### src/rtl/iotdf_stream_tx.sv
// iotdf_stream_tx: serializes 128-bit words LSB-first into bytes for the IoT data filter,
// holding one function code per round of ROUND_WORDS words.
module iotdf_stream_tx #(
  parameter int ROUND_WORDS = 8,
  parameter int GAP_CYCLES  = 0
) (
  input  logic         clk,
  input  logic         rst,
  input  logic         word_valid,
  output logic         word_ready,
  input  logic [127:0] word_data,
  input  logic [2:0]   word_fn,
  input  logic         busy,
  output logic         in_en,
  output logic [7:0]   iot_in,
  output logic [2:0]   fn_sel,
  output logic         round_done
);
  localparam int WCW = ROUND_WORDS > 1 ? $clog2(ROUND_WORDS) : 1;
  localparam logic [WCW-1:0] LAST_W = WCW'(ROUND_WORDS - 1);
  localparam logic [3:0] LAST_G = 4'(GAP_CYCLES > 0 ? GAP_CYCLES - 1 : 0);
  typedef enum logic [1:0] {IDLE, SEND, GAP} state_t;
  state_t state_q, state_d;
  logic [127:0] sr_q, sr_d, hr_q, hr_d;
  logic [2:0] sr_fn_q, sr_fn_d, hr_fn_q, hr_fn_d, fn_sel_q, fn_sel_d;
  logic hr_full_q, hr_full_d, hr_first_q, hr_first_d, fn_pend_q, fn_pend_d;
  logic [3:0] byte_cnt_q, byte_cnt_d, gap_cnt_q, gap_cnt_d;
  logic [WCW-1:0] word_cnt_q, word_cnt_d, acc_cnt_q, acc_cnt_d;
  logic in_en_q, in_en_d, word_ready_q, word_ready_d;
  logic round_done_q, round_done_d, done_pend_q, done_pend_d;
  logic [7:0] iot_in_q, iot_in_d;
  logic acc, move, round_end;
  assign acc = word_valid && word_ready_q;
  always_comb begin
    state_d      = state_q;
    sr_d         = sr_q;
    sr_fn_d      = sr_fn_q;
    hr_d         = hr_q;
    hr_fn_d      = hr_fn_q;
    hr_first_d   = hr_first_q;
    fn_sel_d     = fn_sel_q;
    fn_pend_d    = fn_pend_q;
    byte_cnt_d   = byte_cnt_q;
    gap_cnt_d    = gap_cnt_q;
    word_cnt_d   = word_cnt_q;
    acc_cnt_d    = acc_cnt_q;
    iot_in_d     = iot_in_q;
    in_en_d      = 1'b0;
    round_done_d = done_pend_q;
    done_pend_d  = 1'b0;
    move         = 1'b0;
    round_end    = 1'b0;
    case (state_q)
      IDLE: move = hr_full_q;
      SEND: if (!busy) begin
        in_en_d    = 1'b1;
        iot_in_d   = sr_q[{byte_cnt_q, 3'b000} +: 8];
        byte_cnt_d = byte_cnt_q + 4'd1;
        // a round's fn code reloaded mid-stream is held back until its first byte goes out
        fn_sel_d   = (byte_cnt_q == 4'd0 && fn_pend_q) ? sr_fn_q : fn_sel_q;
        fn_pend_d  = fn_pend_q && byte_cnt_q != 4'd0;
        if (byte_cnt_q == 4'hf) begin
          round_end   = word_cnt_q == LAST_W;
          word_cnt_d  = round_end ? '0 : word_cnt_q + 1'b1;
          done_pend_d = round_end;
          if (round_end && GAP_CYCLES > 0) begin
            state_d   = GAP;
            gap_cnt_d = '0;
          end else if (hr_full_q) move = 1'b1;
          else state_d = IDLE;
        end
      end
      GAP: if (gap_cnt_q == LAST_G) begin
        move    = hr_full_q;
        state_d = IDLE;
      end else gap_cnt_d = gap_cnt_q + 4'd1;
      default: state_d = IDLE;
    endcase
    if (move) begin
      state_d    = SEND;
      sr_d       = hr_q;
      sr_fn_d    = hr_fn_q;
      byte_cnt_d = '0;
      fn_pend_d  = hr_first_q && state_q == SEND;
      fn_sel_d   = (hr_first_q && state_q != SEND) ? hr_fn_q : fn_sel_d;
    end
    if (acc) begin
      hr_d       = word_data;
      hr_first_d = acc_cnt_q == '0;
      hr_fn_d    = acc_cnt_q == '0 ? word_fn : hr_fn_q;
      acc_cnt_d  = acc_cnt_q == LAST_W ? '0 : acc_cnt_q + 1'b1;
    end
    hr_full_d    = acc || (hr_full_q && !move);
    word_ready_d = !hr_full_d;
  end
  always_ff @(posedge clk or negedge rst) begin
    if (!rst) begin
      state_q      <= IDLE;
      sr_q         <= '0;
      sr_fn_q      <= '0;
      hr_q         <= '0;
      hr_fn_q      <= '0;
      hr_first_q   <= 1'b0;
      hr_full_q    <= 1'b0;
      fn_sel_q     <= '0;
      fn_pend_q    <= 1'b0;
      byte_cnt_q   <= '0;
      gap_cnt_q    <= '0;
      word_cnt_q   <= '0;
      acc_cnt_q    <= '0;
      iot_in_q     <= '0;
      in_en_q      <= 1'b0;
      word_ready_q <= 1'b0;
      round_done_q <= 1'b0;
      done_pend_q  <= 1'b0;
    end else begin
      state_q      <= state_d;
      sr_q         <= sr_d;
      sr_fn_q      <= sr_fn_d;
      hr_q         <= hr_d;
      hr_fn_q      <= hr_fn_d;
      hr_first_q   <= hr_first_d;
      hr_full_q    <= hr_full_d;
      fn_sel_q     <= fn_sel_d;
      fn_pend_q    <= fn_pend_d;
      byte_cnt_q   <= byte_cnt_d;
      gap_cnt_q    <= gap_cnt_d;
      word_cnt_q   <= word_cnt_d;
      acc_cnt_q    <= acc_cnt_d;
      iot_in_q     <= iot_in_d;
      in_en_q      <= in_en_d;
      word_ready_q <= word_ready_d;
      round_done_q <= round_done_d;
      done_pend_q  <= done_pend_d;
    end
  end
  assign in_en      = in_en_q;
  assign iot_in     = iot_in_q;
  assign fn_sel     = fn_sel_q;
  assign round_done = round_done_q;
  assign word_ready = word_ready_q;
endmodule
### config.mk
export PLATFORM = sky130hd
export DESIGN_NAME = iotdf_stream_tx
export DESIGN_NICKNAME = d
export VERILOG_FILES = /design/src/rtl/iotdf_stream_tx.sv
export SDC_FILE = /design/constraint.sdc
export NUM_CORES = 1
export LEC_CHECK = 0
export BUFFER_PORTS_ARGS = -buffer_cell sky130_fd_sc_hd__buf_2
export CORE_MARGIN = 10
export CORE_UTILIZATION = 54
export CTS_BUF_LIST = sky130_fd_sc_hd__clkbuf_2 sky130_fd_sc_hd__clkbuf_4 sky130_fd_sc_hd__clkbuf_8
export CTS_CLUSTER_SIZE = 40
export DETAILED_ROUTE_END_ITERATION = 8
export PLACE_DENSITY = 0.86
export SYNTH_ARGS = -nofsm -noshare
export SYNTH_HDL_FRONTEND = slang
export SYNTH_SLANG_ARGS = --single-unit
### constraint.sdc
create_clock -name clk -period 1.75 [get_ports clk]
set_clock_uncertainty 0.2 [all_clocks]
set_input_delay 0.4375 -clock clk [delete_from_list [all_inputs] [get_ports clk]]
set_output_delay 0.4375 -clock clk [all_outputs]
set_load 0.03 [all_outputs]
## Word-level counts from Yosys, hierarchy flattened

Cells that the tools add are included.

- Flip-flop bits (word level): 296
- Latch bits: 0
- RAM bits: 0
- Bits in read-only memories: 0
- Output and inout bits: 14
- Memories: 0

- Add/sub/neg operators: 4
- Multipliers: 0
- Divide/modulo/power cells: 0
- $lt $le $gt $ge: 0
- Equal/unequal tests: 12
- Shifts and indexed selects: 1
- Multiplexer cells: 29
- Bitwise gates (word level): 2
- Reductions and logical operators: 21

Operator list:

| operator | count |
|---|---|
| 128-bit by 8-bit variable part select with 8-bit output | 1 |
| 3-bit two-way mux | 7 |
| 1-bit two-way mux | 12 |
| 4-bit two-way mux | 3 |
| 3-bit != test (second input constant) | 4 |
| 2-bit two-way mux | 5 |
| 4-bit by 1-bit adder with 4-bit output (second input constant) | 2 |
| 4-bit logical NOT | 2 |
| 2-bit AND reduction | 4 |
| 3-bit by 1-bit adder with 3-bit output (second input constant) | 2 |
| 3-bit == test (second input constant) | 2 |
| 1-bit logical AND | 6 |
| 2-bit case mux with 3 select lines | 1 |
| 5-bit AND reduction | 1 |
| 4-bit == test (second input constant) | 1 |
| 2-bit by 1-bit != test with 1-bit output (second input constant) | 2 |
| 4-bit nonzero test | 1 |
| 3-bit logical NOT | 1 |
| 1-bit case mux with 3 select lines | 1 |
| 3-bit AND reduction | 1 |
| 2-bit by 1-bit == test with 1-bit output (second input constant) | 1 |
| 2-bit == test (second input constant) | 1 |
| 1-bit logical NOT | 2 |
| 2-bit logical NOT | 1 |
| other kinds (4) | 5 |

## Longest topological paths before layout

- Depth after elaboration: 8
- Depth in mapped cells: 9

## Worst setup path after synthesis

No wires, ideal clock.

- Path type: register to register
- Start point: reg byte_cnt_q[1]
- End point: reg fn_sel_q[0], in the netlist fn_sel[0]
- Arrival: 1602 ps
- Required time: 1423 ps
- Slack: -179 ps
- Stages on the path, launching flop included: 10
- Buffers on the path: 4
- Period minus slack after synthesis: 1929 ps
- Cell sequence: dfrtp_1 -> clkbuf_1 -> buf_4 -> buf_2 -> inv_1 -> ha_1 -> and4_1 -> buf_2 -> mux2i_1 -> a21oi_1

- Word-level cells in the longest chain between the ends: 7

RTL lines:

| item | RTL line | source |
|---|---|---|
| from (decl) | 27 | `logic [3:0] byte_cnt_q, byte_cnt_d, gap_cnt_q, gap_cnt_d;` |
| from (signal assigned) | 126 | `byte_cnt_q <= byte_cnt_d;` |
| 4-bit logical NOT | 60 | `fn_sel_d = (byte_cnt_q == 4'd0 && fn_pend_q) ? sr_fn_q : fn_sel_q;` |
| 1-bit logical AND | 60 |  |
| 3-bit two-way mux | 60 |  |
| 3-bit two-way mux | 55 | `SEND: if (!busy) begin` |
| 3-bit two-way mux | 53 | `case (state_q)` |
| 3-bit two-way mux | 85 | `fn_sel_d = (hr_first_q && state_q != SEND) ? hr_fn_q : fn_sel_d;` |
| 3-bit two-way mux * | 79 | `if (move) begin` |
| net fn_sel_d[0] | 25 | `logic [2:0] sr_fn_q, sr_fn_d, hr_fn_q, hr_fn_d, fn_sel_q, fn_sel_d;` |
| to (signal assigned) | 124 | `fn_sel_q <= fn_sel_d;` |
| to (decl) | 25 |  |

Mark *: on every way through the listed nets, which the timed path passes. The rest lies on a longest branch.
A chain may end at the register's enable or synchronous reset.

## Worst setup path after layout

- Start point: reg byte_cnt_q[0]
- End point: reg sr_q[12]

- Word-level cells in the longest chain between the ends: 4

RTL lines:

| item | RTL line | source |
|---|---|---|
| 4-bit == test | 62 | `if (byte_cnt_q == 4'hf) begin` |
| 1-bit two-way mux | 62 |  |
| 1-bit two-way mux | 55 |  |
| 1-bit case mux with 3 select lines | 53 |  |
| to (signal assigned) | 118 | `sr_q <= sr_d;` |
| to (decl) | 24 | `logic [127:0] sr_q, sr_d, hr_q, hr_d;` |

No other way between the ends.

==> impl_results.md <==
- Synthesized area: 12070 um^2
- Post-layout net count: ~1300
- Design Area, Final: 17090 um^2
- Die area: 28720 um^2
- Unique cell type count in the Yosys netlist: 30
- Crit path time final: slightly above 2 ns
- Failing checks: negative setup slack
- Peak VDD IR: 0.8653 mV
- EDFF count, synth: 0
- First-pass iteration count of the detailed router: 5
- CTS tree: built
- Buffers on Ports: 148
- Placeable core area: 21890 um^2
- Via count: 8453
- Initial core utilization: a little under three fifths
- Number of CTS-inserted buffers: 48
- Wire length per cell: 24.15 um
- Post-synthesis sequential area ratio: 60.35%
- Worst R2R Setup Slack: -0.27 ns
- Status: finished with violations
- Total Power: 28.81 mW
- Chip width: 169.5 um
- Number of DRC markers in iteration 0: 595
- Total gr overflow: 0
- CP max stage delay: a little over 0.4 ns
- Initial antenna violation count: 1
- Average size of a mapped cell: 14.79 um^2
- CTS root buf: clkbuf_8
- Drt drc: 0
- Cell count along the critical path: 7
- Register-to-Register Path Depth: 7
- Synth async-reset ratio: 100.0%
- Worst Max-Slew Pin Slew: 0.3729 ns
- Worst r2r src: byte_cnt_q[0]$_DFFE_PN0P_
- Pwr dens: roughly 1700 nW/um^2
- Worst Hold Class: in -> reg
- CP endpoint kind: register
- Worst Path Required: around 2.0 ns
- Area growth syn-to-layout: 41.68%
- Syn Inst Count: 816
- Fraction of the cycle the final worst path needs: 115.4%
- Share of layout cells above drive strength 1: 52.28%
- CP Buf/Inv Count: 3
- Total Wirelength: roughly 36000 um
- First-pass GRT wire length: 52730 um
- Hold Fails Final Rpt: 0
- Syn nets: 958
- DP Area: 13620 um^2
- # Max-Cap Violations: 0
- Total GRT Usage: 23.23%
- Worst Setup EP: sr_q[12]$_DFFE_PN0P_
- Prevailing post-synth register cell: dfrtp_1
- Slew margin rel.: 75.14%
- RSZ-0062 raised after global routing: yes
- Max Fclk: 495.3 MHz
- Worst Path Max Fanout: 15
- I/O Pins: 149
- Max Slew Vio Count: 0
- Setup WS post-layout: -0.2689 ns
- CTS clk-pin slew, worst paths: 0.07 ns
- H-Tree Depth: 2
- Endpoints failing setup: approximately 150
- CP Launch Point: byte_cnt_q[0]$_DFFE_PN0P_
- Commonest non-fill, non-tap cell in the layout: dfrtp_1
- Critical path's top delay family: buffers and inverters
- CP Data Arrival Time: 2.25 ns
- Maximum clock insertion buffer count: 3
- Detail-routed via count per cell: 5.681
- Core Rows: 54
- Largest net degree at the start of global routing: 71
- Clock latency on the worst-skew pair: approximately 0.57 ns
- Flops & latches, synth: approximately 290
- Antenna Nets Post-Route: 0
- LEAKAGE: 7.859 nW
- Most frequent cells in the layout: dfrtp_1, mux2_2, buf_2
- Number of global-route vias before repair: 9302
- DP HPWL: 19560 um
- FF-to-FF End: sr_q[12]$_DFFE_PN0P_
- Die height: 169.5 um
- Crit-path slowest cell: dfrtp_1
- Startpoint Class: register
- Cell Chain, Critical Path: ha_4, nand4b_4, a21oi_4, buf_12, buf_12, buf_12, mux2_2
- CP most frequent cell: buf_12
- Sink Count: 291
- Crit Path Class: reg -> reg
- Yosys warns: 0
- RePlAce Congestion: 0.8499
per-layer routing:
metal	global-route usage, %	wire length, um
met5	0	0
met4	7.917	1086
met3	4.655	2165
met2	39.02	18420
met1	29.49	14260
power breakdown:
group | total, mW | leakage (nW) | switching, mW | internal, mW
combinational | 10.2 | 3.69 | 4.24 | 5.97
clock | 6.37 | 0.546 | 2.82 | 3.54
sequential | 12.2 | 3.62 | 2.43 | 9.81
total | 28.8 | 7.86 | 9.50 | 19.3
flip-flops by register name, indices dropped and copies added (netlist names), 3 cells and up:
signal      count
word_cnt_q      3
iot_in          8
fn_sel          3
hr_fn_q         3
sr_fn_q         3
hr_q          128
acc_cnt_q       3
sr_q          128
byte_cnt_q      4
area by class of cell:
class | instances | area [um^2]
Clock inverter | 8 | 48.80
Timing Repair Buffer | 354 | 3208
Multi-Input combinational cell | 469 | 5182
Clock buffer | 78 | 979.7
Antenna cell | 1 | 2.502
Fill cell | 1125 | 4797
Sequential cell | 291 | 7288
Tap cell | 280 | 350.3
Inverter | 7 | 33.78
cell usage after synthesis, types with 2 or more instances:
master,count,share of area [%]
dfrtp_1,291,60
mux2_2,231,22
mux2i_1,67,5.6
mux2_1,36,3.4
nand2_1,33,1.0
nand3_1,25,1.0
buf_2,24,1.0
a21oi_1,20,0.83
a22oi_1,16,1.0
buf_4,13,0.81
nor2_1,11,0.34
clkbuf_1,7,0.22
ha_1,7,0.73
inv_1,6,0.19
o21ai_0,6,0.25
and2_1,3,0.16
buf_8,3,0.37
nor2b_1,3,0.16
nand3b_1,2,0.12
xor2_1,2,0.15
worst min-delay path by stage:
stage | start | to | slack [ns] | depth (start not counted)
after floorplan | rst | acc_cnt_q[0]$_DFFE_PN0P_ | -0.06 | 0
after global placement | rst | hr_q[75]$_DFFE_PN0P_ | 0.12 | 1
after detailed placement | rst | hr_q[75]$_DFFE_PN0P_ | 0.13 | 1
after CTS | word_valid | hr_first_q$_DFFE_PN0P_ | 0.003 | 4
after global routing | word_valid | hr_first_q$_DFFE_PN0P_ | 0.07 | 4
final | word_valid | hr_first_q$_DFFE_PN0P_ | 0.03 | 4
worst register-to-register path: cells and delay by family, from the launching register on:
kind | cells | cell delay (ns)
buffers and inverters | 3 | 0.46
flip-flops | 1 | 0.41
multiplexers | 1 | 0.35
AO/OA/AOI/OAI | 1 | 0.19
adder cells (fa/ha/maj) | 1 | 0.18
AND/OR/NAND/NOR | 1 | 0.12
logic make-up (layout without fill, tap and decap cells):
| kind of cell | Yosys count | count (layout) | synth area share, % |
|---|---|---|---|
| other cells | 0 | 1 | 0 |
| flops | 291 | 291 | 60.35 |
| simple gates | 82 | 82 | 3.215 |
| fa+ha+maj | 7 | 7 | 0.7259 |
| xor+xnor | 2 | 2 | 0.1452 |
| compound gates | 44 | 44 | 2.209 |
| mux | 334 | 334 | 30.48 |
| buf+inv | 56 | 447 | 2.873 |
metrics by stage:
stage,cells,worst slack (ns),TNS [ns],hold slack [ns],utilization [%]
2_1_floorplan,816,-0.07787,-3.621,-0.05809,-
5_1_grt,1488,-0.2904,-34.91,0.06767,78.09
3_5_place_dp,1245,-0.2666,-28.83,0.1255,62.24
3_3_place_gp,1245,-0.2157,-22.88,0.1210,62.24
4_1_cts,1478,-0.2223,-21.64,0.003453,75.90
6_report,1488,-0.2689,-29.22,0.03431,78.09
what timing repair did:
| action | in CTS | in global routing |
|---|---|---|
| hold buffers | 132 | 0 |
| endpoints found under the hold margin | 388 | 0 |
| setup buffers | 10 | 9 |
| endpoints found under the setup margin | 153 | 159 |
| gates cloned | 5 | 3 |
| resized for setup | 100 | 104 |
| pin swaps | 19 | 20 |
Note: power is estimated with default switching activity, not from simulation.
